## config.mk

```make
export PLATFORM = sky130hd
export DESIGN_NAME = multicycle_control_fsm_flat
export DESIGN_NICKNAME = d
export VERILOG_FILES = /design/src/rtl/ctrl_pkg.sv /design/src/rtl/multicycle_control_fsm_if.sv /design/src/rtl/mem_wait_timer.sv /design/src/rtl/multicycle_control_fsm.sv /design/src/flat_wrapper.sv
export SDC_FILE = /design/constraint.sdc
export NUM_CORES = 1
export LEC_CHECK = 0
export ABC_AREA = 1
export ABC_CLOCK_PERIOD_IN_PS = 4300
export CORE_UTILIZATION = 40
export DETAILED_ROUTE_END_ITERATION = 6
export SLEW_MARGIN = 30
export SYNTH_ARGS = -nofsm -noshare
export SYNTH_HDL_FRONTEND = slang
export SYNTH_SLANG_ARGS = --single-unit
```

## constraint.sdc

```tcl
create_clock -name clk -period 4.3 [get_ports clk]
set_clock_uncertainty 0.05 [all_clocks]
set_input_delay 1.075 -clock clk [delete_from_list [all_inputs] [get_ports clk]]
set_output_delay 1.075 -clock clk [all_outputs]
set_load 0.05 [all_outputs]
```

## src/rtl/ctrl_pkg.sv

```systemverilog
// Shared encodings for the multi-cycle control unit: state codes, opcode classes, mux selects.
// Latency: n/a (types and constants only).
// Backpressure: n/a.
package ctrl_pkg;

  // Debug-visible state codes; values are part of the external contract.
  typedef enum logic [2:0] {
    FETCH  = 3'd0,
    DECODE = 3'd1,
    EXEC   = 3'd2,
    MEM    = 3'd3,
    WB     = 3'd4,
    HALTED = 3'd5,
    ERROR  = 3'd6
  } state_t;

  // Opcode class lives in the two most significant opcode bits.
  typedef logic [1:0] op_class_t;
  localparam op_class_t CLS_ALU    = 2'b00;
  localparam op_class_t CLS_IMM    = 2'b01;
  localparam op_class_t CLS_BRANCH = 2'b10;
  localparam op_class_t CLS_JUMP   = 2'b11;

  // PC source mux select.
  localparam logic [1:0] PC_SRC_INC    = 2'b00;
  localparam logic [1:0] PC_SRC_BRANCH = 2'b01;
  localparam logic [1:0] PC_SRC_JUMP   = 2'b10;

  // Register file destination select.
  localparam logic [1:0] REG_DST_RD   = 2'b00;
  localparam logic [1:0] REG_DST_RT   = 2'b01;
  localparam logic [1:0] REG_DST_LINK = 2'b10;

  // Write-back data select.
  localparam logic [1:0] MEM_TO_REG_ALU = 2'b00;
  localparam logic [1:0] MEM_TO_REG_MEM = 2'b01;
  localparam logic [1:0] MEM_TO_REG_PC  = 2'b10;

  // Default special opcodes for a 6-bit opcode field.
  localparam logic [5:0] DEF_LD_OP   = 6'b010000;
  localparam logic [5:0] DEF_ST_OP   = 6'b011000;
  localparam logic [5:0] DEF_HALT_OP = 6'b111111;

endpackage

```

## src/rtl/multicycle_control_fsm_if.sv

```systemverilog
// Bundle between the control unit and the datapath/memory side.
// Latency: n/a (wires only).
// Backpressure: memory side stalls the control unit through mem_ready.
interface multicycle_control_fsm_if #(
  parameter int OPCODE_W = 6,
  parameter int CNT_W    = 32
);

  logic [OPCODE_W-1:0] opcode;
  logic                mem_ready;
  logic                branch_taken;
  logic                ir_write;
  logic                pc_write;
  logic [1:0]          pc_src;
  logic                mem_read;
  logic                mem_write;
  logic                reg_write;
  logic [1:0]          reg_dst;
  logic [1:0]          mem_to_reg;
  logic                alu_src;
  logic                halted;
  logic                timeout_err;
  logic [2:0]          state;
  logic [CNT_W-1:0]    retired_count;

  // Control unit side.
  modport master (
    input  opcode, mem_ready, branch_taken,
    output ir_write, pc_write, pc_src, mem_read, mem_write, reg_write,
           reg_dst, mem_to_reg, alu_src, halted, timeout_err, state, retired_count
  );

  // Datapath / memory side.
  modport slave (
    output opcode, mem_ready, branch_taken,
    input  ir_write, pc_write, pc_src, mem_read, mem_write, reg_write,
           reg_dst, mem_to_reg, alu_src, halted, timeout_err, state, retired_count
  );

endinterface

```

## src/rtl/mem_wait_timer.sv

```systemverilog
// Counts consecutive memory-wait cycles and flags when the limit is hit.
// Latency: expired is combinational on the cycle of the MEM_TIMEOUT-th wait.
// Backpressure: none; a MEM_TIMEOUT of 0 never expires.
module mem_wait_timer #(
  parameter int MEM_TIMEOUT = 16
) (
  input  logic clk,
  input  logic rst,
  input  logic clr,
  input  logic waiting,
  output logic expired
);

  localparam int CW = (MEM_TIMEOUT > 1) ? $clog2(MEM_TIMEOUT) : 1;

  logic [CW-1:0] countQ;

  // Count waiting cycles; a state change restarts the count for the next wait.
  always_ff @(posedge clk or posedge rst) begin
    if (rst) begin
      countQ <= '0;
    end else if (clr) begin
      countQ <= '0;
    end else if (waiting) begin
      countQ <= countQ + CW'(1);
    end
  end

  // The current cycle is the MEM_TIMEOUT-th wait once MEM_TIMEOUT-1 waits are behind us.
  assign expired = (MEM_TIMEOUT != 0) && waiting && (countQ == CW'(MEM_TIMEOUT - 1));

endmodule

```

## src/rtl/multicycle_control_fsm.sv

```systemverilog
// Multi-cycle FETCH/DECODE/EXEC/MEM/WB control unit with memory timeout, halt and retire counter.
// Latency: 3 to 5 states per instruction plus memory wait cycles in FETCH and MEM.
// Backpressure: mem_ready low holds FETCH/MEM; MEM_TIMEOUT consecutive waits trap into ERROR.
module multicycle_control_fsm
  import ctrl_pkg::*;
#(
  parameter int                  OPCODE_W    = 6,
  parameter logic [OPCODE_W-1:0] LD_OP       = OPCODE_W'(DEF_LD_OP),
  parameter logic [OPCODE_W-1:0] ST_OP       = OPCODE_W'(DEF_ST_OP),
  parameter logic [OPCODE_W-1:0] HALT_OP     = OPCODE_W'(DEF_HALT_OP),
  parameter int                  MEM_TIMEOUT = 16,
  parameter int                  CNT_W       = 32
) (
  input logic                      clk,
  input logic                      rst,
  multicycle_control_fsm_if.master bus
);

  state_t              stateQ;
  state_t              stateNext;
  logic [OPCODE_W-1:0] opQ;
  logic [CNT_W-1:0]    retiredQ;
  logic                timeoutErrQ;
  op_class_t           opClass;
  logic                isLoad;
  logic                isStore;
  logic                isLink;
  logic                retireNow;
  logic                memWaiting;
  logic                timerClr;
  logic                memExpired;

  // Every decision after DECODE is made from the latched opcode, never the live one.
  assign opClass    = opQ[OPCODE_W-1 -: 2];
  assign isLoad     = (opQ == LD_OP);
  assign isStore    = (opQ == ST_OP);
  assign isLink     = (opClass == CLS_JUMP) && opQ[0];
  assign memWaiting = ((stateQ == FETCH) || (stateQ == MEM)) && !bus.mem_ready;
  assign timerClr   = (stateNext != stateQ);

  mem_wait_timer #(
    .MEM_TIMEOUT(MEM_TIMEOUT)
  ) uWaitTimer (
    .clk    (clk),
    .rst    (rst),
    .clr    (timerClr),
    .waiting(memWaiting),
    .expired(memExpired)
  );

  // State register.
  always_ff @(posedge clk or posedge rst) begin
    if (rst) begin
      stateQ <= FETCH;
    end else begin
      stateQ <= stateNext;
    end
  end

  // Latch the instruction opcode during its single DECODE cycle.
  always_ff @(posedge clk or posedge rst) begin
    if (rst) begin
      opQ <= '0;
    end else if (stateQ == DECODE) begin
      opQ <= bus.opcode;
    end
  end

  // Retired-instruction counter, wrapping modulo 2^CNT_W.
  always_ff @(posedge clk or posedge rst) begin
    if (rst) begin
      retiredQ <= '0;
    end else if (retireNow) begin
      retiredQ <= retiredQ + CNT_W'(1);
    end
  end

  // Sticky timeout flag, cleared only by reset.
  always_ff @(posedge clk or posedge rst) begin
    if (rst) begin
      timeoutErrQ <= 1'b0;
    end else if (stateNext == ERROR) begin
      timeoutErrQ <= 1'b1;
    end
  end

  // Flag the clock edge that leaves an instruction's final state.
  always_comb begin
    retireNow = 1'b0;
    case (stateQ)
      EXEC:    retireNow = (opClass == CLS_BRANCH) || ((opClass == CLS_JUMP) && !opQ[0]);
      MEM:     retireNow = isStore && bus.mem_ready;
      WB:      retireNow = 1'b1;
      default: retireNow = 1'b0;
    endcase
  end

  // Next-state decode; mem_ready on the expiry cycle takes priority over the timeout.
  always_comb begin
    stateNext = stateQ;
    case (stateQ)
      FETCH: begin
        if (bus.mem_ready) begin
          stateNext = DECODE;
        end else if (memExpired) begin
          stateNext = ERROR;
        end
      end
      DECODE: begin
        stateNext = (bus.opcode == HALT_OP) ? HALTED : EXEC;
      end
      EXEC: begin
        case (opClass)
          CLS_BRANCH: stateNext = FETCH;
          CLS_JUMP:   stateNext = isLink ? WB : FETCH;
          default:    stateNext = (isLoad || isStore) ? MEM : WB;
        endcase
      end
      MEM: begin
        if (bus.mem_ready) begin
          stateNext = isLoad ? WB : FETCH;
        end else if (memExpired) begin
          stateNext = ERROR;
        end
      end
      WB:      stateNext = FETCH;
      HALTED:  stateNext = HALTED;
      ERROR:   stateNext = ERROR;
      default: stateNext = FETCH;
    endcase
  end

  // Output decode from state and latched opcode; strobes are forced low while reset is held.
  always_comb begin
    bus.ir_write   = 1'b0;
    bus.pc_write   = 1'b0;
    bus.pc_src     = PC_SRC_INC;
    bus.mem_read   = 1'b0;
    bus.mem_write  = 1'b0;
    bus.reg_write  = 1'b0;
    bus.reg_dst    = REG_DST_RD;
    bus.mem_to_reg = MEM_TO_REG_ALU;
    bus.alu_src    = 1'b0;
    case (stateQ)
      FETCH: begin
        // mem_read drops on the completion cycle so it never overlaps ir_write.
        bus.mem_read = !bus.mem_ready;
        bus.ir_write = bus.mem_ready;
        bus.pc_write = bus.mem_ready;
      end
      EXEC: begin
        bus.alu_src = (opClass == CLS_IMM);
        if (opClass == CLS_BRANCH) begin
          bus.pc_write = bus.branch_taken;
          bus.pc_src   = PC_SRC_BRANCH;
        end else if (opClass == CLS_JUMP) begin
          bus.pc_write = 1'b1;
          bus.pc_src   = PC_SRC_JUMP;
        end
      end
      MEM: begin
        bus.mem_read  = isLoad;
        bus.mem_write = isStore;
      end
      WB: begin
        bus.reg_write = 1'b1;
        if (isLink) begin
          bus.reg_dst    = REG_DST_LINK;
          bus.mem_to_reg = MEM_TO_REG_PC;
        end else if (isLoad) begin
          bus.reg_dst    = REG_DST_RT;
          bus.mem_to_reg = MEM_TO_REG_MEM;
        end else if (opClass == CLS_IMM) begin
          bus.reg_dst    = REG_DST_RT;
        end
      end
      default: begin
      end
    endcase
    if (rst) begin
      bus.ir_write  = 1'b0;
      bus.pc_write  = 1'b0;
      bus.mem_read  = 1'b0;
      bus.mem_write = 1'b0;
      bus.reg_write = 1'b0;
    end
  end

  assign bus.state         = stateQ;
  assign bus.halted        = (stateQ == HALTED);
  assign bus.timeout_err   = timeoutErrQ;
  assign bus.retired_count = retiredQ;

endmodule
```

## src/flat_wrapper.sv

```systemverilog
// flat-port wrapper written by rule: the top's interface ports become plain ports
module multicycle_control_fsm_flat import ctrl_pkg::*;
#(
  parameter int                  OPCODE_W    = 6,
  parameter logic [OPCODE_W-1:0] LD_OP       = OPCODE_W'(DEF_LD_OP),
  parameter logic [OPCODE_W-1:0] ST_OP       = OPCODE_W'(DEF_ST_OP),
  parameter logic [OPCODE_W-1:0] HALT_OP     = OPCODE_W'(DEF_HALT_OP),
  parameter int                  MEM_TIMEOUT = 16,
  parameter int                  CNT_W       = 32
)
  (clk, rst, bus_opcode, bus_mem_ready, bus_branch_taken, bus_ir_write, bus_pc_write, bus_pc_src, bus_mem_read, bus_mem_write, bus_reg_write, bus_reg_dst, bus_mem_to_reg, bus_alu_src, bus_halted, bus_timeout_err, bus_state, bus_retired_count);
  multicycle_control_fsm_if #(.OPCODE_W(OPCODE_W), .CNT_W(CNT_W)) bus_i ();
  input logic clk;
  input logic rst;
  input wire logic [$bits(bus_i.opcode)-1:0] bus_opcode;
  input wire logic [$bits(bus_i.mem_ready)-1:0] bus_mem_ready;
  input wire logic [$bits(bus_i.branch_taken)-1:0] bus_branch_taken;
  output wire logic [$bits(bus_i.ir_write)-1:0] bus_ir_write;
  output wire logic [$bits(bus_i.pc_write)-1:0] bus_pc_write;
  output wire logic [$bits(bus_i.pc_src)-1:0] bus_pc_src;
  output wire logic [$bits(bus_i.mem_read)-1:0] bus_mem_read;
  output wire logic [$bits(bus_i.mem_write)-1:0] bus_mem_write;
  output wire logic [$bits(bus_i.reg_write)-1:0] bus_reg_write;
  output wire logic [$bits(bus_i.reg_dst)-1:0] bus_reg_dst;
  output wire logic [$bits(bus_i.mem_to_reg)-1:0] bus_mem_to_reg;
  output wire logic [$bits(bus_i.alu_src)-1:0] bus_alu_src;
  output wire logic [$bits(bus_i.halted)-1:0] bus_halted;
  output wire logic [$bits(bus_i.timeout_err)-1:0] bus_timeout_err;
  output wire logic [$bits(bus_i.state)-1:0] bus_state;
  output wire logic [$bits(bus_i.retired_count)-1:0] bus_retired_count;
  assign bus_i.opcode = bus_opcode;
  assign bus_i.mem_ready = bus_mem_ready;
  assign bus_i.branch_taken = bus_branch_taken;
  assign bus_ir_write = bus_i.ir_write;
  assign bus_pc_write = bus_i.pc_write;
  assign bus_pc_src = bus_i.pc_src;
  assign bus_mem_read = bus_i.mem_read;
  assign bus_mem_write = bus_i.mem_write;
  assign bus_reg_write = bus_i.reg_write;
  assign bus_reg_dst = bus_i.reg_dst;
  assign bus_mem_to_reg = bus_i.mem_to_reg;
  assign bus_alu_src = bus_i.alu_src;
  assign bus_halted = bus_i.halted;
  assign bus_timeout_err = bus_i.timeout_err;
  assign bus_state = bus_i.state;
  assign bus_retired_count = bus_i.retired_count;
  multicycle_control_fsm #(.OPCODE_W(OPCODE_W), .LD_OP(LD_OP), .ST_OP(ST_OP), .HALT_OP(HALT_OP), .MEM_TIMEOUT(MEM_TIMEOUT), .CNT_W(CNT_W)) u_core (.clk(clk), .rst(rst), .bus(bus_i));
endmodule
```

=== Word-level counts from Yosys, hierarchy flattened ===
Index checks and enable logic that the tools add are counted.

* Reductions and logical operators: 12
* $add $sub $neg: 2
* Equality and inequality tests: 15
* Mux-type cells: 35

{| class="wikitable"
|+ Operator list
! operator !! number
|-
| 32-bit by 1-bit adder with 32-bit output, second input constant || 1
|-
| 3-bit 2-to-1 mux || 7
|-
| 3-bit case mux with 6 select lines || 1
|-
| 2-bit 2-to-1 mux || 8
|-
| 1-bit 2-to-1 mux || 13
|-
| 3-bit == test, second input constant || 4
|-
| 6-bit by 5-bit == test with 1-bit output, second input constant || 2
|-
| 4-bit 2-to-1 mux || 2
|-
| 3-bit by 2-bit == test with 1-bit output, second input constant || 2
|-
| 6-bit == test, second input constant || 1
|-
| 3-bit case mux with 2 select lines || 1
|-
| 1-bit logical AND || 5
|-
| 4-bit by 1-bit adder with 4-bit output, second input constant || 1
|-
| 2-bit == test, second input constant || 2
|-
| 4-bit == test, second input constant || 1
|-
| 1-bit case mux with 2 select lines || 2
|-
| 3-bit by 1-bit == test with 1-bit output, second input constant || 1
|-
| 3-bit logical NOT || 1
|-
| 1-bit logical OR || 3
|-
| 3-bit inequality test || 1
|-
| 1-bit case mux with 3 select lines || 1
|-
| 2-bit by 1-bit == test with 1-bit output, second input constant || 1
|-
| 1-bit logical NOT || 2
|-
| 2-bit nonzero test || 1
|}

* Input port bits: 10
* Register bits after elaboration: 46

=== Logic depth before layout (Yosys ltp) ===
* Word-level depth: 9
* Depth in mapped cells: 10

=== Modules after synthesis ===
From an unflattened synthesis, not the netlist that was laid out.

* Cells, all modules: 465
* Area, all modules: 3005.4 µm²

{| class="wikitable"
|+ By module, submodules not included
! module !! area an instance (µm²) !! cells an instance !! times used
|-
| multicycle_control_fsm || 2803.9 || 439 || 1
|-
| mem_wait_timer || 201.4 || 26 || 1
|}

=== Worst setup path before layout ===
No wires, ideal clock.

* Path type: input port to output port
* From: input port rst
* To: output port bus_mem_write
* Buffers on the path: 0
* Path slack: 547 ps
* Stages: 1
* Data required time: 3175 ps
* Arrival time: 2628 ps
* Path through: nor4_1

* Cells in the longest elaborated chain, start to end: 1

{| class="wikitable"
|+ Ends and longest elaborated chain
! element !! line !! text
|-
| start, declared || flat_wrapper.sv:14 || <nowiki>input logic rst;</nowiki>
|-
| 1-bit 2-to-1 mux || multicycle_control_fsm.sv:180 || <nowiki>if (rst) begin</nowiki>
|-
| end, declared || flat_wrapper.sv:22 || <nowiki>output wire logic [$bits(bus_i.mem_write)-1:0] bus_mem_write;</nowiki>
|}

No other way between the ends.

=== Final worst setup path ===
* From: input port bus_mem_ready
* To: output port bus_mem_read

* Cells in the longest elaborated chain, start to end: 3

{| class="wikitable"
|+ Ends and longest elaborated chain
! element !! line !! text
|-
| start, declared || flat_wrapper.sv:16 || <nowiki>input wire logic [$bits(bus_i.mem_ready)-1:0] bus_mem_ready;</nowiki>
|-
| 1-bit logical NOT || multicycle_control_fsm.sv:147 || <nowiki>bus.mem_read = !bus.mem_ready;</nowiki>
|-
| 1-bit case mux with 2 select lines || multicycle_control_fsm.sv:144 || <nowiki>case (stateQ)</nowiki>
|-
| 1-bit 2-to-1 mux || multicycle_control_fsm.sv:180 ||
|-
| end, declared || flat_wrapper.sv:21 || <nowiki>output wire logic [$bits(bus_i.mem_read)-1:0] bus_mem_read;</nowiki>
|}

No other way between the ends.

==> flow_metrics.env <==
export IMPL_syn_to_final_growth_pct=24.7
export IMPL_io_buffers=58
export IMPL_yosysSeqAreaShare=0.387
export IMPL_avgSynthCellArea_um2=7.31
export IMPL_antenna_found_initial=0
export IMPL_grt_pass1_wl_um=12300
export IMPL_setup_viol=0
export IMPL_cts_resized=0
export IMPL_r2r_cells=10
export IMPL_seq_area_mm2=0.00115
export IMPL_grt_pass1_vias=2660
export IMPL_path_class="in -> out"
export IMPL_slew_headroom=0.607
export IMPL_synth_distinct_cells=32
export IMPL_clkTransAtPathRegs_ns=0.08
export IMPL_via_per_inst=4.80
export IMPL_finalCritPeriodShare=0.904
export IMPL_die_h_um=88.2
export IMPL_dp_hpwl_um=5460
export IMPL_cp_required_ns=3.17
export IMPL_ir_worst_vdd_mv=0.160
export IMPL_overflow=0
export IMPL_hold_path_depth=2
export IMPL_fin_crit_ns=3.89
export IMPL_r2r_end="u_core.bus.retired_count[22]"
export IMPL_syn_nets=419
export IMPL_dieWidth_um=88.2
export IMPL_synth_cell_area_mm2=0.00297
export IMPL_status="finished clean"
export IMPL_rows=31
export IMPL_dieArea_mm2=0.00778
export IMPL_num_nets_final=478
export IMPL_drv_cap=0
export IMPL_yosysWarningCount=0
export IMPL_rrSetupSlack_ns=2.15
export IMPL_hold_path_class="reg -> reg"
export IMPL_clk_path_buf_depth=2
export IMPL_finalHoldViolations=0
export IMPL_final_common_cell="nand2_1"
export IMPL_grt_usage=0.204
export IMPL_ant_nets=0
export IMPL_insertion_delay_ns=0.30
export IMPL_p_leak_nw=1.69
export IMPL_start_util=0.412
export IMPL_route_detailed_drc=0
export IMPL_fill_cells=745
export IMPL_antenna_cells=0
export IMPL_drive_above_1_share=0.0837
export IMPL_coreArea_mm2=0.00721
export IMPL_post_cts_buffers=0
export IMPL_worstPathMaxFanout=4
export IMPL_clock_sinks=46
export IMPL_drv_slew=0
export IMPL_instances_no_fill=565
export IMPL_tightest_slew_ns=0.589
export IMPL_worst_setup_path_start_kind="input port"
export IMPL_dr_first_iter_drc_count=140
export IMPL_critPathArrivalTime_ns=2.76
export IMPL_cts_root_buf="clkbuf_8"
export IMPL_cts_buffers=5
export IMPL_tns_ns=0
export IMPL_rr_startpoint="u_core.bus.retired_count[0]"
export IMPL_ios=59
export IMPL_multi_input_area_mm2=0.00156
export IMPL_worst_setup_path_end_kind="primary output"
export IMPL_placed_cells=558
export IMPL_htree_levels=2
export IMPL_grt_max_degree=47
export IMPL_min_from="u_core.bus.timeout_err"
export IMPL_wirelength_um=7160
export IMPL_gp_congestion=0.846
export IMPL_synthCells=407
export IMPL_cts_tree="yes"
export IMPL_rsz0062_at_grt="no"
export IMPL_max_freq_mhz=257
export IMPL_wl_per_cell_um=12.7
export IMPL_via_count=2714
export IMPL_min_to="u_core.bus.timeout_err"
export IMPL_p_per_area_mw_per_mm2=422
export IMPL_postCtsHoldBufs=0
export IMPL_synth_seq_cells=46
export IMPL_layout_common_cells="nand2_1, clkdlybuf4s50_1, nor2_1"
export IMPL_drt_first_pass_iters=5
[area by class of cell]
class	instances	share of cell area
Clock buffer	5	0.0186
Timing Repair Buffer	58	0.157
Sequential cell	46	0.310
Tap cell	99	0.0334
Inverter	55	0.0564
Multi-Input combinational cell	300	0.422
Clock inverter	2	0.00270
[critical path: stages]
cell and delay [ns]:
clkdlybuf4s50_1 0.47, inv_1 0.12, nand3_1 0.11, a21oi_1 0.16
clkdlybuf4s50_1 0.82
[cell families after synthesis]
kind of cell               Yosys count  share of synthesized area
and+or+nand+nor                    246                      0.369
buffers and inverters               61                     0.0871
DFF                                 46                      0.387
xor gates and xnor gates            27                      0.102
AOI/OAI and AO/OA                   24                     0.0421
adders and majority gates            2                    0.00841
muxes                                1                    0.00379
[power breakdown]
group | total, mW | internal, mW | switching (mW)
combinational | 0.726 | 0.216 | 0.510
clock | 0.254 | 0.109 | 0.145
sequential | 0.584 | 0.501 | 0.0827
total | 1.56 | 0.827 | 0.738
[state kept, by name, indices dropped and copies added (netlist names)]
signal,count
u_core.bus.timeout_err,1
u_core.uWaitTimer.countQ,4
u_core.bus.state,3
u_core.bus.retired_count,32
u_core.opQ,6
[worst max path at each step]
stage                        from             to
floorplan                     rst  bus_mem_write
global placement    bus_mem_ready   bus_mem_read
detailed placement  bus_mem_ready   bus_mem_read
CTS                 bus_mem_ready   bus_mem_read
global route        bus_mem_ready   bus_mem_read
finish              bus_mem_ready   bus_mem_read
[metrics by stage]
step	utilization	instance area (um^2)	power, mW	hold WS (ns)	setup WS [ns]
floorplan	-	2970	1.13	0.400	0.547
global placement	0.503	3630	1.32	0.400	0.459
detailed placement	0.503	3630	1.32	0.402	0.409
CTS	0.514	3710	1.58	0.422	0.406
global route	0.514	3710	1.68	0.462	0.288
finish	0.514	3710	1.56	0.416	0.415
[metal layers]
layer  up-vias  track usage  share of wire  wire length, um
met3        10       0.0354          0.039              281
met4         0       0.0704          0.017              125
met5         -            0              0                0
li1       1390            -              -                -
met1      1257        0.273           0.48             3430
met2        57        0.334           0.46             3320
[synth_stat cells]
master / number / share of area
dfrtp_1: 46 / 0.39
xor2_1: 16 / 0.047
o211ai_1: 1 / 0.0025
nand3_2: 3 / 0.010
buf_8: 1 / 0.0050
nand3_4: 1 / 0.0059
a21oi_1: 5 / 0.0084
clkbuf_1: 1 / 0.0013
inv_2: 3 / 0.0038
o21ai_0: 17 / 0.029
or2_2: 1 / 0.0021
xnor2_1: 2 / 0.0059
nor3_2: 2 / 0.0067
ha_1: 2 / 0.0084
nand3b_1: 4 / 0.010
nand4_1: 6 / 0.013
nor3_1: 15 / 0.025
a21boi_0: 1 / 0.0025
nor2_1: 53 / 0.067
mux2_2: 1 / 0.0038
nor2_2: 1 / 0.0021
buf_4: 3 / 0.0076
and3_1: 1 / 0.0021
nand2_1: 119 / 0.15
nand2_2: 10 / 0.021
xnor2_2: 9 / 0.049
and2_1: 1 / 0.0021
nor4_1: 6 / 0.013
nand3_1: 22 / 0.037
buf_6: 1 / 0.0038
inv_1: 52 / 0.066
nor3b_1: 1 / 0.0025
No activity file was read; power rests on OpenSTA's default activity.
